`config.mk`:
```
export PLATFORM = sky130hd
export DESIGN_NAME = sh_packet_io
export DESIGN_NICKNAME = d
export VERILOG_FILES = /design/src/rtl/sh_packet_io.sv
export SDC_FILE = /design/constraint.sdc
export NUM_CORES = 1
export LEC_CHECK = 0
export BUFFER_PORTS_ARGS = -buffer_cell sky130_fd_sc_hd__buf_4
export CAP_MARGIN = 0
export CORE_MARGIN = 2
export CORE_UTILIZATION = 30
export DETAILED_ROUTE_END_ITERATION = 7
export GPL_ROUTABILITY_DRIVEN = 0
export SYNTH_ARGS = -nofsm -noshare
export SYNTH_HDL_FRONTEND = slang
export SYNTH_SLANG_ARGS = --single-unit
export TNS_END_PERCENT = 10
```
`constraint.sdc`:
```
create_clock -name clk -period 2 [get_ports clk]
set_clock_uncertainty 0.1 [all_clocks]
set_input_delay 0.1 -clock clk [delete_from_list [all_inputs] [get_ports clk]]
set_output_delay 0.1 -clock clk [all_outputs]
set_load 0.1 [all_outputs]
```
`src/rtl/sh_packet_io.sv`:
```
// rtl/sh_packet_io.sv - bit-level RX assembler / TX serialiser driven by S/H sync strobes
//
// Purpose:
//   Sits directly downstream of the S/H sync FSM.
//   RX mode: after an fsm_rst alignment pulse, discards SKIP_FIRST strobes, then
//   samples data_in on each sh_en. It assembles a PACKET_SIZE word, first bit in the
//   MSB, and offers the word on a valid/ready handshake.
//   TX mode: latches a word and shifts {PREAMBLE_PATTERN, word} MSB first onto
//   tx_bit, one bit per sh_en.
//
// Ports:
//   clk, rst            clock, synchronous active-high reset
//   RX                  mode select: 1 = receive, 0 = transmit
//   sh_en               one-cycle bit strobe
//   fsm_rst             RX alignment restart pulse
//   data_in             sliced RX bit
//   rx_data/rx_valid    received word, held until rx_ready
//   rx_ready            consumer accepts rx_data
//   rx_overrun          pulse: a word completed while the previous one was unaccepted
//   tx_data/tx_load     word to send / latch strobe (honoured when idle in TX mode)
//   tx_busy             TX word latched or in flight
//   tx_bit              registered serial TX bit
//   tx_done             pulse one cycle after the last TX bit is issued
module sh_packet_io #(
  parameter int                       PACKET_SIZE      = 24,
  parameter int                       PREAMBLE_SIZE    = 8,
  parameter logic [PREAMBLE_SIZE-1:0] PREAMBLE_PATTERN = 8'hAA,
  parameter int                       SKIP_FIRST       = 1
) (
  input  logic                   clk,
  input  logic                   rst,
  input  logic                   RX,
  input  logic                   sh_en,
  input  logic                   fsm_rst,
  input  logic                   data_in,
  output logic [PACKET_SIZE-1:0] rx_data,
  output logic                   rx_valid,
  input  logic                   rx_ready,
  output logic                   rx_overrun,
  input  logic [PACKET_SIZE-1:0] tx_data,
  input  logic                   tx_load,
  output logic                   tx_busy,
  output logic                   tx_bit,
  output logic                   tx_done
);

  localparam int         TX_BITS   = PREAMBLE_SIZE + PACKET_SIZE;
  localparam logic [5:0] RX_LAST   = 6'(PACKET_SIZE - 1);
  localparam logic [5:0] TX_END    = 6'(TX_BITS);
  localparam logic [5:0] SKIP_INIT = 6'(SKIP_FIRST);

  typedef enum logic [2:0] {
    S_IDLE,
    S_RX_ALIGN,
    S_RX_SHIFT,
    S_TX_ARMED,
    S_TX_SEND
  } state_e;

  state_e                 state_q, state_d;
  logic [5:0]             skip_q, skip_d;
  logic [5:0]             bit_cnt_q, bit_cnt_d;
  logic [PACKET_SIZE-1:0] rx_shift_q, rx_shift_d;
  logic [PACKET_SIZE-1:0] rx_data_q, rx_data_d;
  logic                   rx_valid_q, rx_valid_d;
  logic                   rx_overrun_q, rx_overrun_d;
  logic [TX_BITS-1:0]     tx_shift_q, tx_shift_d;
  logic                   tx_busy_q, tx_busy_d;
  logic                   tx_bit_q, tx_bit_d;
  logic                   tx_done_q, tx_done_d;

  // Word as it stands once the current data_in is shifted in.
  logic [PACKET_SIZE-1:0] rx_word_next;
  assign rx_word_next = {rx_shift_q[PACKET_SIZE-2:0], data_in};

  always_ff @(posedge clk) begin
    if (rst) begin
      state_q      <= S_IDLE;
      skip_q       <= '0;
      bit_cnt_q    <= '0;
      rx_shift_q   <= '0;
      rx_data_q    <= '0;
      rx_valid_q   <= 1'b0;
      rx_overrun_q <= 1'b0;
      tx_shift_q   <= '0;
      tx_busy_q    <= 1'b0;
      tx_bit_q     <= 1'b0;
      tx_done_q    <= 1'b0;
    end else begin
      state_q      <= state_d;
      skip_q       <= skip_d;
      bit_cnt_q    <= bit_cnt_d;
      rx_shift_q   <= rx_shift_d;
      rx_data_q    <= rx_data_d;
      rx_valid_q   <= rx_valid_d;
      rx_overrun_q <= rx_overrun_d;
      tx_shift_q   <= tx_shift_d;
      tx_busy_q    <= tx_busy_d;
      tx_bit_q     <= tx_bit_d;
      tx_done_q    <= tx_done_d;
    end
  end

  always_comb begin
    state_d      = state_q;
    skip_d       = skip_q;
    bit_cnt_d    = bit_cnt_q;
    rx_shift_d   = rx_shift_q;
    rx_data_d    = rx_data_q;
    // The output handshake runs regardless of state or mode.
    rx_valid_d   = rx_valid_q & ~rx_ready;
    rx_overrun_d = 1'b0;
    tx_shift_d   = tx_shift_q;
    tx_busy_d    = tx_busy_q;
    tx_bit_d     = tx_bit_q;
    tx_done_d    = 1'b0;

    case (state_q)
      S_IDLE: begin
        if (RX && fsm_rst) begin
          skip_d     = SKIP_INIT;
          bit_cnt_d  = '0;
          rx_shift_d = '0;
          state_d    = (SKIP_FIRST == 0) ? S_RX_SHIFT : S_RX_ALIGN;
        end else if (!RX && tx_load) begin
          tx_shift_d = {PREAMBLE_PATTERN, tx_data};
          bit_cnt_d  = '0;
          tx_busy_d  = 1'b1;
          state_d    = S_TX_ARMED;
        end
      end

      S_RX_ALIGN, S_RX_SHIFT: begin
        if (!RX) begin
          // Mode change drops the partial word silently.
          bit_cnt_d = '0;
          state_d   = S_IDLE;
        end else if (fsm_rst) begin
          // A new preamble edge takes priority over a coincident strobe.
          skip_d     = SKIP_INIT;
          bit_cnt_d  = '0;
          rx_shift_d = '0;
          state_d    = (SKIP_FIRST == 0) ? S_RX_SHIFT : S_RX_ALIGN;
        end else if (sh_en) begin
          if (state_q == S_RX_ALIGN) begin
            skip_d = skip_q - 6'd1;
            if (skip_q == 6'd1) begin
              state_d = S_RX_SHIFT;
            end
          end else begin
            rx_shift_d = rx_word_next;
            bit_cnt_d  = bit_cnt_q + 6'd1;
            if (bit_cnt_q == RX_LAST) begin
              bit_cnt_d = '0;
              state_d   = S_IDLE;
              if (rx_valid_q && !rx_ready) begin
                // Previous word still pending: keep it, drop the new one.
                rx_overrun_d = 1'b1;
              end else begin
                rx_data_d  = rx_word_next;
                rx_valid_d = 1'b1;
              end
            end
          end
        end
      end

      S_TX_ARMED, S_TX_SEND: begin
        if (RX) begin
          tx_busy_d = 1'b0;
          tx_bit_d  = 1'b0;
          bit_cnt_d = '0;
          state_d   = S_IDLE;
        end else if (bit_cnt_q == TX_END) begin
          // Last bit has had its cycle on tx_bit; finish up.
          tx_done_d = 1'b1;
          tx_busy_d = 1'b0;
          tx_bit_d  = 1'b0;
          bit_cnt_d = '0;
          state_d   = S_IDLE;
        end else if (sh_en) begin
          tx_bit_d   = tx_shift_q[TX_BITS-1];
          tx_shift_d = {tx_shift_q[TX_BITS-2:0], 1'b0};
          bit_cnt_d  = bit_cnt_q + 6'd1;
          state_d    = S_TX_SEND;
        end
      end

      default: begin
        state_d = S_IDLE;
      end
    endcase
  end

  assign rx_data    = rx_data_q;
  assign rx_valid   = rx_valid_q;
  assign rx_overrun = rx_overrun_q;
  assign tx_busy    = tx_busy_q;
  assign tx_bit     = tx_bit_q;
  assign tx_done    = tx_done_q;

endmodule

```
==> results.py, run 1 <==
metrics = {
    "status": {
        "outcome": "finished, final reports clean",
    },
    "cells_and_area": {
        "stdcell_count": 752,
        "area_growth_pct": 33.41,
        "antenna_cells": 0,
        "drive_gt1_share_pct": 20.31,
        "finalNetCount": 607,
    },
    "place": {
        "hpwl_mm": 6.213,
        "place_ws_ns": -0.02447,
        "portBuffers": 60,
        "dp.cells": 706,
    },
    "critical_path": {
        "path_common_cell": "buf_4",
        "r2r-end": "state_q[0]",
        "r2r-start": "state_q[1]",
        "arrival_ns": 2.03,
        "endpoint_kind": "flop",
        "worst_path_max_delay_cell": "dfxtp_1",
        "reg2reg_slack_ns": 0.09,
        "slowest_delay_ns": 0.33,
        "path_cells": "buf_4 > xnor2_1 > nor2_2 > a21oi_2 > buf_4 > o221a_2 > mux2i_1 > nor2_1",
        "criticalPathCategory": "flop to flop",
        "worstPathRequired_ns": 2.12,
        "path_max_fanout": 6,
        "r2r_cells": 8,
        "endpoint": "state_q[0]",
        "cp-startpoint": "state_q[1]",
        "cp-start-kind": "flop",
    },
    "timing": {
        "timing.final.crit_share_pct": 95.54,
        "finalSetupTns_ns": 0,
        "finalMaxSlewViolations": 0,
        "finalSetupViolations": 0,
        "fin_hold_ws_ns": 0.08854,
        "setup_slack_ns": 0.08921,
        "rsz0062_at_grt": "yes",
        "max_slew_margin_pct": 56.71,
        "fmaxAchievable_mhz": 523.3,
        "hold_viol_final": 0,
        "min_period_ns": 1.911,
        "worst_pin_slew_ns": 0.6469,
    },
    "global_route": {
        "grt_use_total_pct": 13.70,
        "grt_max_degree": 52,
        "grt_overflow": 0,
        "grt_pass1_vias": 3579,
        "grt_antenna_before_repair": 0,
        "grt_pass1_wl_mm": 16.37,
    },
    "routing": {
        "viasPerCell": 4.938,
        "detail-route-antenna-nets": 0,
        "wl_per_cell_um": 13.36,
        "drc": 0,
        "drtIter0Drc": 229,
        "wl_mm": 10.05,
        "drtPass1Iterations": 4,
        "vias": 3713,
    },
    "logic_synthesis": {
        "ys_top_cells_by_area": "dfxtp_1, nand2_1, nor2_1",
        "synth.most_common_cell": "nand2_1",
        "async_flop_share_pct": 0,
        "netlist_instances": 487,
        "synth_seq_area_share_pct": 48.77,
        "synth_ff_type": "dfxtp_1",
        "synth_top_cell_area_share_pct": 48.77,
        "syn-cell-area_um2": 4064,
        "yosys_warnings": 0,
        "syn_avg_cell_area_um2": 8.345,
        "ys_seq_elements": 99,
        "synth_nets": 523,
        "synth_common_cells": "nand2_1, dfxtp_1, nor2_1, a21oi_1",
        "synth_edf_count": 0,
        "ys_types": 52,
        "yosysTopAreaCell": "dfxtp_1",
    },
    "job": {
        "maxCapViolations": 0,
    },
    "clock_network": {
        "clockRootBuffer": "clkbuf_16",
        "cts.sink_count": 99,
        "htree_num_levels": 3,
        "path_clk_slew_ns": 0.07,
        "clk_latency_ns": 0.34,
        "numCtsBuffers": 9,
        "clockBufferDepth": 2,
        "post_cts_buffers": 0,
        "cts_tree": "built",
    },
    "floorplan": {
        "die_area_um2": 14490,
        "die_y_um": 120.4,
        "core-area_um2": 13240,
        "start_util_pct": 30.69,
        "io_pins": 61,
        "num_rows": 42,
        "dieWidth_um": 120.4,
    },
    "worst_hold_path": {
        "hp-class": "input pin to flop",
    },
    "pwr": {
        "power_density_nw_per_um2": 951.6,
        "p_leak_nw": 2.031,
        "max-vdd-ir-drop_uv": 396.5,
    },
}
## power by group
part | switching (mW) | internal, mW | leakage, nW
clock network | 0.812 | 0.917 | 0.147
registers | 0.101 | 2.13 | 0.804
logic | 0.671 | 0.528 | 1.08
## stage by stage
stage / instance area [um2] / power (mW) / util (%)
finish: 5421 / 5.159 / 40.94
global route: 5421 / 5.447 / 40.94
CTS: 5334 / 5.121 / 40.28
detailed placement: 4740 / 3.326 / 35.79
global placement: 4740 / 3.286 / 35.79
floorplan: 4064 / 3.061 / -
## worst max-delay path: cells and delay by family, from the launching register on
family	cells	cell delay, ns
compound gates	2	0.37
simple gates	2	0.13
flops	1	0.33
xor+xnor	1	0.33
mux	1	0.20
buf+inv	2	0.32
## registers in the layout, indices dropped and copies added, names as in the netlist
| register | cells |
|---|---|
| bit_cnt_q | 6 |
| rx_data | 24 |
| rx_overrun | 1 |
| rx_shift_q | 23 |
| rx_valid | 1 |
| skip_q | 6 |
| state_q | 3 |
| tx_bit | 1 |
| tx_busy | 1 |
| tx_done | 1 |
| tx_shift_q | 32 |
## what timing repair did
item	in CTS	in global routing
gates resized for setup	2	10
hold endpoints to repair	30	0
pin swaps	0	1
cloned	0	2
hold buffers	28	0
endpoints found under the setup margin	3	74
## cells by family (layout without fill, tap and decap cells)
logic type / count (synthesis) / count (layout) / synth area share [%]
AO/OA/AOI/OAI: 108 / 108 / 18.72
flip-flops: 99 / 99 / 48.77
XOR/XNOR: 3 / 3 / 0.6467
adder cells (fa/ha/maj): 5 / 5 / 1.478
multiplexers: 7 / 7 / 1.847
AND/OR/NAND/NOR: 224 / 224 / 23.77
buffers and inverters: 41 / 130 / 4.772
## layer usage
layer	global-route usage (%)	wire, um	vias to the layer above
li1	-	-	1853
met2	23.66	4788	76
met4	4.433	104	0
met5	0	0	-
met3	3.585	431	8
met1	16.55	4721	1776
## layout by cell type, fill, tap and decap left out, types with 3 or more instances in the layout
master / count
a22oi_1: 23
dlygate4sd3_1: 28
nor2_1: 71
inv_8: 3
dfxtp_1: 97
nand3_1: 7
ha_1: 3
nand4_1: 3
a311oi_1: 23
inv_1: 7
o21ai_0: 5
buf_4: 74
nor3_1: 9
a21oi_1: 36
nand2b_1: 9
buf_12: 3
clkbuf_16: 11
nand2_1: 105
mux2i_1: 6
## area by class of cell
| cell class | count | area (um2) |
|---|---|---|
| multi-input cells | 347 | 1939 |
| flip-flops and latches | 99 | 1984 |
| clock buffers | 10 | 239.0 |
| clock inverters | 6 | 66.31 |
| inverters | 7 | 26.28 |
| repair buffers | 107 | 945.9 |
| well taps | 176 | 220.2 |
| fillers | 1282 | 7821 |
## worst min-delay path by stage
| stage | start | endpoint | slack (ns) | cells after the start |
|---|---|---|---|---|
| after floorplan | RX | tx_done | 0.08 | 1 |
| after global routing | fsm_rst | skip_q[4] | 0.11 | 3 |
| after CTS | fsm_rst | skip_q[4] | 0.07 | 3 |
| after global placement | RX | tx_done | 0.26 | 2 |
| after detailed placement | RX | tx_done | 0.26 | 2 |
| final | fsm_rst | skip_q[4] | 0.09 | 3 |
Power figures use the tool's default switching activity.
==> inputs of run 2 (changes only) <==
--- a/config.mk
+++ b/config.mk
@@ -5,6 +5,7 @@
 export SDC_FILE = /design/constraint.sdc
 export NUM_CORES = 1
 export LEC_CHECK = 0
+export ABC_AREA = 1
 export BUFFER_PORTS_ARGS = -buffer_cell sky130_fd_sc_hd__buf_4
 export CAP_MARGIN = 0
 export CORE_MARGIN = 2
==> constraint.sdc (replaced) <==
create_clock -name clk -period 2 [get_ports clk]
set_clock_uncertainty 0.1 [all_clocks]
set_input_delay 0.1 -clock clk [delete_from_list [all_inputs] [get_ports clk]]
set_output_delay 0.1 -clock clk [all_outputs]
set_load 0.005 [all_outputs]
==> run 2 against run 1 <==
Register-to-register slack better by 0.08 ns. Sequential power increased by 25%. Utilization fell by 1.4 points. Clock power grew 15%.
==> results.py, run 2 <==
metrics = {
    "status": {
        "outcome": "finished, final reports clean",
    },
    "logic_synthesis": {
        "synth_edf_count": 0,
        "synthXorXnorAreaFrac_pct": 0.3862,
        "synth_top_family_by_area": "simple AND/OR/NAND/NOR gates",
        "synth.most_common_cell": "nor2_1",
        "synth-adder-area-share_pct": 1.103,
        "yosys.area_share.simple_pct": 35.61,
        "synth_compound_area_share_pct": 11.39,
        "syn_avg_cell_area_um2": 6.759,
        "ys_seq_elements": 99,
        "yosysTopAreaCell": "dfxtp_1",
        "netlist_instances": 671,
        "synth_seq_area_share_pct": 43.70,
        "muxShareOfSynthArea_pct": 0,
        "synth_ff_type": "dfxtp_1",
        "ys_top_cells_by_area": "dfxtp_1, nor2_1, nand2_1",
        "async_flop_share_pct": 0,
        "syn-cell-area_um2": 4536,
        "synth_top_cell_area_share_pct": 43.70,
        "synth_common_cells": "nor2_1, nand2_1, dfxtp_1, o21ai_0, inv_1",
        "ys_types": 31,
        "synth_nets": 707,
        "yosys_warnings": 0,
    },
    "cells_and_area": {
        "final_cell_mix": "nor2_1, nand2_1, dfxtp_1",
        "stdcell_count": 941,
        "area.sequential_um2": 1982,
        "finalNetCount": 790,
        "drive_gt1_share_pct": 15.06,
        "n_fill_cell": 1583,
        "largest_reg_flops": 32,
        "antenna_cells": 0,
        "layout_commonest_cell": "nor2_1",
        "top_register": "tx_shift_q",
        "area_growth_pct": 27.56,
        "multi_input_area_um2": 2200,
    },
    "job": {
        "maxCapViolations": 0,
    },
    "critical_path": {
        "cp-start-kind": "flop",
        "r2r-start": "bit_cnt_q[0]",
        "cp_top_family": "simple AND/OR/NAND/NOR gates",
        "arrival_ns": 1.98,
        "criticalPathCategory": "flop to flop",
        "path_max_fanout": 6,
        "slowest_delay_ns": 0.37,
        "cp_num_buf_inv": 2,
        "worst_path_max_delay_cell": "dfxtp_1",
        "worstPathRequired_ns": 2.15,
        "reg2reg_slack_ns": 0.17,
        "path_cells": "ha_1 > nand2_1 > inv_1 > nand3_1 > buf_4 > nand2_1 > nor2_1 > nor2_1 > nand3_1 > nand2_1 > nor2_1",
        "endpoint_kind": "flop",
        "cp-startpoint": "bit_cnt_q[0]",
    },
    "global_route": {
        "grt_overflow": 0,
        "grt_pass1_wl_mm": 17.51,
        "grt_pass1_vias": 3727,
        "grt_antenna_before_repair": 0,
        "grt_use_total_pct": 13.29,
        "grt_max_degree": 47,
    },
    "timing": {
        "rsz0062_at_grt": "no",
        "min_period_ns": 1.832,
        "timing.final.crit_share_pct": 91.62,
        "finalMaxSlewViolations": 0,
        "fin_hold_ws_ns": 0.01399,
        "setup_slack_ns": 0.1676,
        "hold_viol_final": 0,
        "finalSetupViolations": 0,
        "worst_pin_slew_ns": 0.4257,
        "max_slew_margin_pct": 71.59,
        "fmaxAchievable_mhz": 545.7,
        "finalSetupTns_ns": 0,
    },
    "floorplan": {
        "die_y_um": 127.0,
        "io_pins": 61,
        "num_rows": 44,
        "core-area_um2": 14640,
        "start_util_pct": 30.97,
        "die_area_um2": 16120,
        "dieWidth_um": 127.0,
    },
    "clock_network": {
        "cts.sink_count": 99,
        "cts_tree": "built",
        "path_clk_slew_ns": 0.06,
        "numCtsBuffers": 9,
        "clockBufferDepth": 2,
        "clockRootBuffer": "clkbuf_16",
        "clk_latency_ns": 0.35,
        "post_cts_buffers": 0,
        "htree_num_levels": 3,
    },
    "routing": {
        "detail-route-antenna-nets": 0,
        "drc": 0,
        "wl_per_cell_um": 10.95,
        "drtPass1Iterations": 6,
        "drtIter0Drc": 275,
        "wl_mm": 10.31,
        "viasPerCell": 4.436,
        "vias": 4174,
    },
    "place": {
        "portBuffers": 60,
        "place_ws_ns": 0.07225,
        "hpwl_mm": 6.576,
        "dp.cells": 899,
    },
    "worst_hold_path": {
        "hp-class": "input pin to flop",
        "worst_hold_startpoint": "tx_data[1]",
    },
    "pwr": {
        "power_switching_mw": 3.094,
        "p_sw_share_pct": 38.58,
        "power_frac_seq_pct": 34.8,
        "max-vdd-ir-drop_uv": 671.7,
        "internal_power_mw": 4.926,
        "power_frac_comb_pct": 40.4,
        "power_frac_clock_pct": 24.8,
        "p_leak_nw": 2.662,
        "power_density_nw_per_um2": 1386,
    },
}
-- run 2: cell count changes in the layout (fill, tap and decap cells not counted), sizes merged, moves of 18 or more --
cell | before | now
a21oi | 38 | 9
a22oi | 23 | 5
a311oi | 23 | 0
inv | 10 | 36
nand2 | 106 | 184
nor2 | 73 | 185
o21ai | 6 | 82
-- run 2: repair_timing --
action	in CTS	in global routing
hold buffers	28	0
endpoints found under the hold margin	30	0
resized for setup	0	3
setup endpoints to repair	0	24
-- run 2: final timing paths --
| path | to | cells after the start |
|---|---|---|
| worst max-delay path | state_q[2] | 11 |
| worst max register to register | state_q[2] | 11 |
| worst min-delay path | tx_shift_q[1] | 5 |
| worst min register to register | tx_busy | 2 |
-- run 2: layout make-up --
cell class,instances,area share (%)
well taps,184,3.979
inverters,36,2.465
clock buffers,10,4.131
flip-flops and latches,99,34.26
repair buffers,103,15.44
multi-input cells,505,38.02
clock inverters,4,1.708
-- run 2: metrics by stage --
step | util (%) | power (mW) | instance area [um2]
CTS | 39.47 | 8.092 | 5781
floorplan | - | 5.435 | 4536
global placement | 35.25 | 6.010 | 5162
finish | 39.51 | 8.019 | 5786
global route | 39.51 | 8.729 | 5786
detailed placement | 35.25 | 6.017 | 5162
-- run 2: worst min-delay path: stages --
cell and delay [ns]:
buf_4 0.08, nand2_1 0.04, nand2_1 0.07, nor2_1 0.05, nor2_1 0.10
-- run 2: cell families (layout without fill, tap and decap cells) --
logic type,Yosys count,count (layout)
AOI/OAI and AO/OA,98,98
buffers and inverters,67,153
and+or+nand+nor,401,401
xor gates and xnor gates,2,2
DFF,99,99
adders and majority gates,4,4
-- run 2: layer usage --
layer | vias up | wire (um) | track usage (%)
met5 | - | 0 | 0
met4 | 0 | 182 | 4.590
met3 | 16 | 433 | 3.922
met2 | 68 | 4370 | 20.08
met1 | 1816 | 5319 | 18.11
li1 | 2274 | - | -
-- run 2: power groups by stage --
stage	clock [mW]	sequential, mW	combinational (mW)
after global routing	2.13	2.86	3.74
final	1.99	2.79	3.24
after detailed placement	0	2.82	3.19
after CTS	2.05	2.79	3.26
after global placement	0	2.82	3.19
after floorplan	0	2.76	2.68
